### config.mk
export PLATFORM = sky130hd
export DESIGN_NAME = ram_fifo_ctrl
export DESIGN_NICKNAME = d
export VERILOG_FILES = /design/src/rtl/ram_fifo_pkg.sv /design/src/rtl/fifo_skid2.sv /design/src/rtl/ram_fifo_ctrl.sv
export SDC_FILE = /design/constraint.sdc
export NUM_CORES = 1
export LEC_CHECK = 0
export CAP_MARGIN = 15
export CORE_ASPECT_RATIO = 1.2
export CORE_MARGIN = 8
export CORE_UTILIZATION = 30
export CTS_CLUSTER_SIZE = 25
export DETAILED_ROUTE_END_ITERATION = 7
export PLACE_DENSITY = 0.6
export SLEW_MARGIN = 20
export SYNTH_ARGS = -nofsm -noshare
export SYNTH_HDL_FRONTEND = slang
export SYNTH_SLANG_ARGS = --single-unit
### constraint.sdc
create_clock -name AClk -period 3.04 [get_ports AClk]
set_input_delay 0.304 -clock AClk [delete_from_list [all_inputs] [get_ports AClk]]
set_output_delay 0.304 -clock AClk [all_outputs]
set_load 0.05 [all_outputs]
### src/rtl/ram_fifo_pkg.sv
// Shared definitions for the RAM-backed FWFT FIFO controller: pointer and
// fill-count widths, and the occupancy encoding of the 2-entry output stage.
package ram_fifo_pkg;

   // Occupancy of the output skid stage (head + spare)
   typedef enum logic [1:0] {
      OCC_EMPTY = 2'd0,
      OCC_ONE   = 2'd1,
      OCC_TWO   = 2'd2
   } occ_t;

   // Pointers carry one extra wrap bit so full and empty can be told apart
   function automatic int ptrLen(input int addrLen);
      return addrLen + 1;
   endfunction

   // Fill count spans RAM depth plus one in-flight word plus two staged words
   function automatic int fillLen(input int addrLen);
      return addrLen + 2;
   endfunction

endpackage

### src/rtl/fifo_skid2.sv
// Two-entry output stage of the RAM FIFO. Words arriving from the RAM read
// port are parked in head (presented downstream) or spare. The upstream read
// issue logic guarantees a push never arrives when both slots stay occupied.
module fifo_skid2
   import ram_fifo_pkg::*;
#(
   parameter int CDataLen = 8
) (
   input  logic                AClk,
   input  logic                AResetN,
   input  logic                AClkEn,
   input  logic                AFlush,
   input  logic [CDataLen-1:0] APushData,
   input  logic                APushValid,
   input  logic                APopReady,
   output logic [CDataLen-1:0] AHeadData,
   output logic                AHeadValid,
   output logic [1:0]          AOcc
);

   occ_t                occ;
   occ_t                occNext;
   logic [CDataLen-1:0] head;
   logic [CDataLen-1:0] spare;
   logic [CDataLen-1:0] headNext;
   logic [CDataLen-1:0] spareNext;
   logic                pop;

   assign AHeadValid = (occ != OCC_EMPTY);
   assign AHeadData  = head;
   assign AOcc       = occ;
   assign pop        = AHeadValid & APopReady;

   // Next slot contents: a pop shifts spare into head, a push fills the first free slot after the pop
   always_comb begin
      occNext   = occ;
      headNext  = head;
      spareNext = spare;
      case ({pop, APushValid})
         2'b10: begin
            if (occ == OCC_TWO) begin
               headNext = spare;
               occNext  = OCC_ONE;
            end else begin
               occNext  = OCC_EMPTY;
            end
         end
         2'b01: begin
            if (occ == OCC_EMPTY) begin
               headNext = APushData;
               occNext  = OCC_ONE;
            end else begin
               spareNext = APushData;
               occNext   = OCC_TWO;
            end
         end
         2'b11: begin
            if (occ == OCC_TWO) begin
               headNext  = spare;
               spareNext = APushData;
            end else begin
               headNext  = APushData;
            end
         end
         default: ;
      endcase
   end

   // Occupancy register; flush empties the stage without touching the data slots
   always_ff @(posedge AClk or negedge AResetN) begin
      if (!AResetN) begin
         occ <= OCC_EMPTY;
      end else if (AClkEn) begin
         occ <= AFlush ? OCC_EMPTY : occNext;
      end
   end

   // Data slots need no reset: they are only observed while occupancy says they hold a word
   always_ff @(posedge AClk) begin
      if (AClkEn) begin
         head  <= headNext;
         spare <= spareNext;
      end
   end

endmodule

### src/rtl/ram_fifo_ctrl.sv
// First-word-fall-through FIFO controller for a dual-port block RAM (port A
// writes, port B reads). Hides the RAM's one-clock read latency behind a
// 2-entry output stage so both sides can sustain one word per clock.
module ram_fifo_ctrl
   import ram_fifo_pkg::*;
#(
   parameter int CAddrLen = 11,
   parameter int CDataLen = 8
) (
   input  logic                  AClk,
   input  logic                  AResetN,
   input  logic                  AClkEn,
   input  logic                  AFlush,
   input  logic [CDataLen-1:0]   AWrData,
   input  logic                  AWrValid,
   output logic                  AWrReady,
   output logic [CDataLen-1:0]   AOutData,
   output logic                  AOutValid,
   input  logic                  AOutReady,
   output logic [CAddrLen+1:0]   AFill,
   output logic [CAddrLen-1:0]   AMemAddrA,
   output logic [CDataLen-1:0]   AMemMosiA,
   output logic                  AMemWrEnA,
   output logic [CAddrLen-1:0]   AMemAddrB,
   output logic                  AMemRdEnB,
   input  logic [CDataLen-1:0]   AMemMisoB
);

   localparam int CPtrLen  = ptrLen(CAddrLen);
   localparam int CFillLen = fillLen(CAddrLen);

   logic [CPtrLen-1:0]  wrPtr;
   logic [CPtrLen-1:0]  rdPtr;
   logic [CPtrLen-1:0]  memCnt;
   logic                rdPend;
   logic                ramEmpty;
   logic                ramFull;
   logic                wrAcc;
   logic                popNow;
   logic                rdIssue;
   logic [2:0]          stageLoad;
   logic [1:0]          occ;
   logic                headValid;
   logic [CDataLen-1:0] headData;

   assign memCnt   = wrPtr - rdPtr;
   assign ramEmpty = (wrPtr == rdPtr);
   assign ramFull  = (wrPtr[CAddrLen] != rdPtr[CAddrLen]) &&
                     (wrPtr[CAddrLen-1:0] == rdPtr[CAddrLen-1:0]);

   assign AWrReady = ~AFlush & ~ramFull;
   assign wrAcc    = AWrValid & AWrReady;
   assign popNow   = headValid & AOutReady;

   // Slots the stage will need once this clock's pop and the in-flight word settle;
   // a read is only issued when a slot is guaranteed free on arrival
   assign stageLoad = {1'b0, occ} - {2'b00, popNow} + {2'b00, rdPend};
   assign rdIssue   = ~AFlush & ~ramEmpty & (stageLoad < 3'd2);

   assign AMemAddrA = wrPtr[CAddrLen-1:0];
   assign AMemMosiA = AWrData;
   assign AMemWrEnA = wrAcc;
   assign AMemAddrB = rdPtr[CAddrLen-1:0];
   assign AMemRdEnB = rdIssue;

   assign AOutValid = headValid;
   assign AOutData  = headValid ? headData : '0;
   assign AFill     = {1'b0, memCnt}
                    + {{(CFillLen-1){1'b0}}, rdPend}
                    + {{(CFillLen-2){1'b0}}, occ};

   // Pointers and read-pending flag; flush drops everything including a word still in the RAM pipe
   always_ff @(posedge AClk or negedge AResetN) begin
      if (!AResetN) begin
         wrPtr  <= '0;
         rdPtr  <= '0;
         rdPend <= 1'b0;
      end else if (AClkEn) begin
         if (AFlush) begin
            wrPtr  <= '0;
            rdPtr  <= '0;
            rdPend <= 1'b0;
         end else begin
            if (wrAcc) begin
               wrPtr <= wrPtr + CPtrLen'(1);
            end
            if (rdIssue) begin
               rdPtr <= rdPtr + CPtrLen'(1);
            end
            rdPend <= rdIssue;
         end
      end
   end

   fifo_skid2 #(
      .CDataLen (CDataLen)
   ) uSkid (
      .AClk       (AClk),
      .AResetN    (AResetN),
      .AClkEn     (AClkEn),
      .AFlush     (AFlush),
      .APushData  (AMemMisoB),
      .APushValid (rdPend),
      .APopReady  (AOutReady),
      .AHeadData  (headData),
      .AHeadValid (headValid),
      .AOcc       (occ)
   );

endmodule
==> metrics, run 1 <==
Avg WL per Cell=15.8 um; H-tree depth=2; slowest stage delay, CP=390 ps; EDFF count, synth=16; root buffer cell=clkbuf_16; grt ovf=0; TritonCTS clock tree=built; Sw Ratio=41.7%; overall power=3.80 mW; CP max-delay cell=dfrtp_1; Slew HR=49.2%; Yosys top cell area share=20.6%; first-pass GRT wire length=14.5 mm; Clk pwr share=17.9%; Pins Over Slew Limit=0; chip height=130 um; num ports=77; worst reg2reg path startpoint=uSkid.AOcc[1]; synth-to-layout area growth=44.3%; worst path bufs/invs=5; Min-Delay Path Class=input port to asynchronous set/reset pin; WP depth=14; post-synth top area cell=dfrtp_1; Leak=1.94 nW; layout cells sized above 1=29.0%; R2R setup slack=290 ps; number of global-route vias before repair=2,848; Die ar.=14,500 um^2; post-route core utilization=43.7%; Total GRT Usage=12.1%; largest net degree at the start of global routing=28; Final ANT Viol Nets=0; 1st-iter DRT viols=132; dpl cell area=4290 um^2; yosys synthesis warning count=0; antenna fix cells=0; synthesized cell area=3280 um^2; total routed wirelength=8.76 mm; Hold Worst Slack=396 ps; via count=2,731; HPWL Detailed=6.81 mm; period utilisation layout=108%; Final Hold Vio Count=0; kind of critical path=flop to primary output; core area=10,800 um^2; worst path cell trace=inv_2, ha_4, inv_4, fa_2, a21o_4, a221oi_4, buf_6, a21oi_4, xor2_2, nand4_1, buf_4, nor3_2, xnor2_2, buf_12; Mapped Avg Cell Area=9.44 um^2; clk_skew=4.83 ps; dpl cells=533; Slew @ Worst Pin=760 ps; Crit path required time=2740 ps; Place WS=-64.8 ps; Post-synth top flop=dfrtp_1; Buffers on Ports=60; synthesized instance count=347; highest clock rate=305 MHz; chip width=111 um; PwrDens=804 nW/um^2; antenna violations before repair=0; synth unique cells=60; CP top delay family=buffers and inverters; commonest non-fill, non-tap cells in the layout=buf_4 (48), clkdlybuf4s50_1 (45), nor2_1 (33), dfrtp_1 (27), inv_1 (21); Starting Density=30.3%; DR pass1 iterations=4; sequential share of power=19.0%; Seq cells post-synth=43; critical path capture point type=primary output; Final nets=461; Seq/Total Area, Yosys=35.3%; P_int=2.22 mW; GP Congestion=0.850; switching power=1.59 mW; VDD IR-drop max=0.000368 V; synthesized net count=388; RSZ-0062 raised after global routing=true; Final WS setup=-235 ps; Worst-path clk slew=60 ps; DRC=0; Worst Path Max Fanout=5; worst path arrival time=2970 ps; max cap viols=0; count of final setup violators=6; asr flop ratio synth=62.8%; ranking of synthesized cells by area=dfrtp_1 (21%), edfxtp_1 (15%), buf_4 (6.9%); row cnt=42; Reg2Reg Depth=11; reg-to-reg endpoint=rdPtr[8]; failing checks=negative setup slack; status=finished, violations left; fin cells=553; Longest Clk Path Bufs=2; most common cell after layout, fill and taps aside=buf_4; Setup TNS=-1030 ps; Num CTS Buffers=5; final instance area=4730 um^2; Vias/cell=4.94; worst skew pair latency=280 ps; Comb pwr share=63.1%; clk sinks=43; Setup crit start kind=flop; fin crit period=3280 ps
-- sequential cells by signal (all words and copies together), names as in the netlist --
signal and cells:
uSkid.AOcc 2, wrPtr 12, rdPtr 12, rdPend 1, uSkid.spare 8, uSkid.AHeadData 8
-- logic make-up after synthesis --
kind of cell               after synthesis  share of synthesized area (%)
and+or+nand+nor                        115                           18.8
buffers and inverters                   66                           11.4
AOI/OAI and AO/OA                       54                           12.3
DFF                                     43                           35.3
xor gates and xnor gates                42                           11.2
adders and majority gates               19                           8.17
muxes                                    8                           2.75
-- routing by layer --
metal / track usage [%] / vias up / share of wire, % / routed length, um
met2: 21.6 / 72 / 52 / 4570
met3: 3.11 / 14 / 5.1 / 444
met1: 13.6 / 1318 / 40 / 3530
met5: 0 / - / 0 / 0
li1: - / 1327 / - / -
met4: 4.79 / 0 / 2.3 / 205
-- layout make-up --
| type | count | area (um^2) |
|---|---|---|
| Fill cell | 1060 | 6100 |
| Multi-Input combinational cell | 238 | 2030 |
| Sequential cell | 43 | 1160 |
| Inverter | 23 | 88.8 |
| Timing Repair Buffer | 109 | 1100 |
| Clock inverter | 2 | 60.1 |
| Clock buffer | 6 | 129 |
| Tap cell | 132 | 165 |
-- Yosys cell counts, types with 2 or more instances --
library cell  instances
nor3_2                2
fa_1                  4
nand2_1              12
and3_1                2
xnor2_1              19
edfxtp_1             16
a21o_1                4
o21ai_1               2
o21a_1                3
nor4_1                3
nor2_1               33
nand3_1              10
o21ai_0               9
o22ai_1               3
buf_4                30
nor2b_1              11
dfrtp_1              27
nand2b_1              2
mux2_2                8
xor2_1               23
a31oi_1               4
inv_1                23
and3_2                2
o211a_1               2
a21oi_1               9
nor3_1                9
or3_2                 2
ha_1                 15
clkbuf_1              9
nand4b_1              2
a2bb2oi_1             2
buf_2                 2
and2_1                4
a32o_1                2
nand4_1              12
-- worst max path at each step --
stage                   from         to  slack, ps
finish              wrPtr[0]  AFill[11]       -240
global route        wrPtr[0]  AFill[11]       -390
CTS                 wrPtr[0]   AFill[7]       -240
detailed placement  wrPtr[0]  AFill[11]        -60
global placement    wrPtr[0]  AFill[11]         10
floorplan           wrPtr[0]  AFill[11]       -180
-- worst register-to-register path: cells and delay by family (launching register included) --
kind | cells | cell delay [ps]
compound gates | 2 | 350
simple gates | 6 | 930
flops | 1 | 480
fa+ha+maj | 2 | 700
xor+xnor | 1 | 160
-- timing repair --
item | in CTS | in global routing
pin swaps | 16 | 15
hold buffers | 0 | 0
buffers inserted | 6 | 6
endpoints found under the setup margin | 10 | 9
endpoints found under the hold margin | 0 | 0
gates resized for setup | 24 | 9
-- power groups by stage --
stage	logic, mW	clock network, mW	registers [mW]
after floorplan	1.39	0	0.719
after global placement	2.19	0	0.725
after detailed placement	2.22	0	0.729
after CTS	2.37	0.703	0.721
after global routing	2.55	0.722	0.730
final	2.40	0.682	0.721
No activity file was read; power rests on OpenSTA's default activity.
==> run 2, diff against run 1 <==
Settings changed: CORE_ASPECT_RATIO 1.2 to default.
==> metrics, run 2 (synthesis gave the netlist of run 1 again) <==
DR pass1 iterations=4 (unchanged); Longest Clk Path Bufs=2 (unchanged); most common cell after layout, fill and taps aside=buf_4 (unchanged); Final nets=465 (was 461); fin crit period=3340 ps (was 3280 ps); worst path cell trace=ha_4, inv_4, fa_2, ha_4, nor2b_4, o21bai_2, nor3_4, buf_4, nor2_1, nand4b_1, xor2_4, buf_12 (was inv_2, ha_4, inv_4, fa_2, a21o_4, a221oi_4, buf_6, a21oi_4, xor2_2, nand4_1, buf_4, nor3_2, xnor2_2, buf_12); failing checks=negative setup slack (unchanged); Largest regs=rdPtr x12, wrPtr x12 (unchanged); CP max-delay cell=fa_2 (was dfrtp_1); core area=10,700 um^2 (was 10,800 um^2); Register Area=1160 um^2 (unchanged); Starting Density=30.5% (was 30.3%); antenna fix cells=0 (unchanged); Multi-input gate area=2030 um^2 (about the same); VDD IR-drop max=0.000626 V (was 0.000368 V); Worst Path Max Fanout=4 (was 5); row cnt=38 (was 42); chip width=121 um (was 111 um); Total GRT Usage=11.7% (was 12.1%); Final Hold Vio Count=0 (unchanged); root buffer cell=clkbuf_8 (was clkbuf_16); FILL cells=1,033 (was 1,060); via count=2,689 (was 2,731); largest net degree at the start of global routing=28 (unchanged); num ports=77 (unchanged); HPWL Detailed=6.51 mm (was 6.81 mm); Buffers on Ports=60 (unchanged); Slew HR=55.6% (was 49.2%); Sw Ratio=45.3% (was 41.7%); 1st-iter DRT viols=136 (was 132); Vias/cell=4.76 (was 4.94); sequential share of power=20.6% (was 19.0%); Worst-path clk slew=90 ps (was 60 ps); status=finished, violations left (unchanged); first-pass GRT wire length=13.8 mm (was 14.5 mm); TritonCTS clock tree=built (unchanged); Reg2Reg Depth=9 (was 11); kind of critical path=flop to primary output (unchanged); switching power=1.56 mW (was 1.59 mW); Slew @ Worst Pin=662 ps (was 760 ps); slowest stage delay, CP=450 ps (was 390 ps); H-tree depth=2 (unchanged); critical path capture point type=primary output (unchanged); clk_skew=1.46 ps (was 4.83 ps); Final WS setup=-297 ps (was -235 ps); RSZ-0062 raised after global routing=true (unchanged); most frequent CP cell=ha_4; Setup TNS=-1410 ps (was -1030 ps); PwrDens=738 nW/um^2 (was 804 nW/um^2); Final ANT Viol Nets=0 (unchanged); Crit path required time=2740 ps (about the same); Avg WL per Cell=15.1 um (was 15.8 um); total routed wirelength=8.51 mm (was 8.76 mm); count of final setup violators=8 (was 6); Pins Over Slew Limit=0 (unchanged); highest clock rate=300 MHz (was 305 MHz); number of global-route vias before repair=2,643 (was 2,848); clk sinks=43 (unchanged); CTS Hold Bufs=0 (unchanged); Num CTS Buffers=5 (unchanged); worst path arrival time=3030 ps (was 2970 ps); chip height=121 um (was 130 um); period utilisation layout=110% (was 108%); worst skew pair latency=300 ps (was 280 ps); synth-to-layout area growth=42.9% (was 44.3%); DRC=0 (unchanged); layout cells sized above 1=30.4% (was 29.0%); antenna violations before repair=0 (unchanged); P_int=1.89 mW (was 2.22 mW); Die ar.=14,500 um^2 (about the same); Comb pwr share=68.5% (was 63.1%); GP Congestion=0.852 (was 0.850); max cap viols=0 (unchanged); Leak=1.90 nW (was 1.94 nW); Setup crit start kind=flop (unchanged); commonest non-fill, non-tap cells in the layout=buf_4 (51), clkdlybuf4s50_1 (45), nor2_1 (33), dfrtp_1 (27), inv_1 (21) (was buf_4 (48), clkdlybuf4s50_1 (45), nor2_1 (33), dfrtp_1 (27), inv_1 (21)); grt ovf=0 (unchanged); Clk pwr share=11.0% (was 17.9%); overall power=3.46 mW (was 3.80 mW); Min-Delay Path Class=input port to asynchronous set/reset pin (unchanged)
[run 2: changes by cell type in the layout (fill, tap and decap cells not counted), moves of 2 or more]
cell / delta
clkbuf_8: +5
bufinv_16: -2
nand2_1: -2
clkbuf_16: -5
xnor2_2: -3
o21ai_1: -2
buf_4: +3
clkinvlp_4: +2
xnor2_4: +2
o21ai_0: +2
[run 2: stage by stage]
stage	instance area (um^2)	hold WS [ps]	utilization, %	cells	setup slack [ps]
2_1_floorplan	3400	8.41	-	347	-177
3_3_place_gp	4320	527	40.2	544	-45.8
3_5_place_dp	4320	532	40.2	544	-94.3
4_1_cts	4580	385	42.6	561	-317
5_1_grt	4680	418	43.6	565	-473
6_report	4680	374	43.6	565	-297
[run 2: cell type report]
type / instances / area share, %
Clock inverter: 3 / 0.508
Multi-Input combinational cell: 238 / 43.4
Tap cell: 140 / 3.74
Inverter: 23 / 1.90
Sequential cell: 43 / 24.7
Timing Repair Buffer: 113 / 24.3
Clock buffer: 5 / 1.47
[run 2: metal layers]
layer,track usage (%),up-vias,wire length [um]
met3,3.64,4,703
li1,-,1327,-
met2,18.7,81,4030
met5,0,-,0
met4,1.95,0,23
met1,15.4,1277,3760
[run 2: worst max-delay path: cells and delay by family (launching register included)]
family / cells / cell delay (ps)
DFF: 1 / 430
AOI/OAI and AO/OA: 1 / 90
adders and majority gates: 3 / 920
buffers and inverters: 3 / 380
and+or+nand+nor: 4 / 690
xor gates and xnor gates: 1 / 220
[run 2: what timing repair did]
item | 4_1_cts | 5_1_grt
pin swaps | 15 | 11
gates resized for setup | 22 | 13
setup endpoints to repair | 10 | 10
setup buffers | 9 | 4
[run 2: path summary, 6_finish.rpt]
check	slack, ps	to	startpoint
max	-300	AFill[7]	rdPtr[0]
min	370	rdPtr[5]	AResetN
max reg2reg	340	wrPtr[3]	rdPtr[9]
min reg2reg	550	uSkid.AHeadData[0]	uSkid.spare[0]
max in group asynchronous	2400	rdPtr[3]	AResetN
min in group AClk	550	uSkid.AHeadData[0]	uSkid.spare[0]
[run 2: power groups by stage]
| stage | clock network (mW) | registers, mW | logic (mW) |
|---|---|---|---|
| final | 0.379 | 0.711 | 2.37 |
| after global placement | 0 | 0.721 | 2.18 |
| after detailed placement | 0 | 0.722 | 2.20 |
| after global routing | 0.419 | 0.718 | 2.52 |
| after CTS | 0.392 | 0.711 | 2.31 |
| after floorplan | 0 | 0.719 | 1.39 |
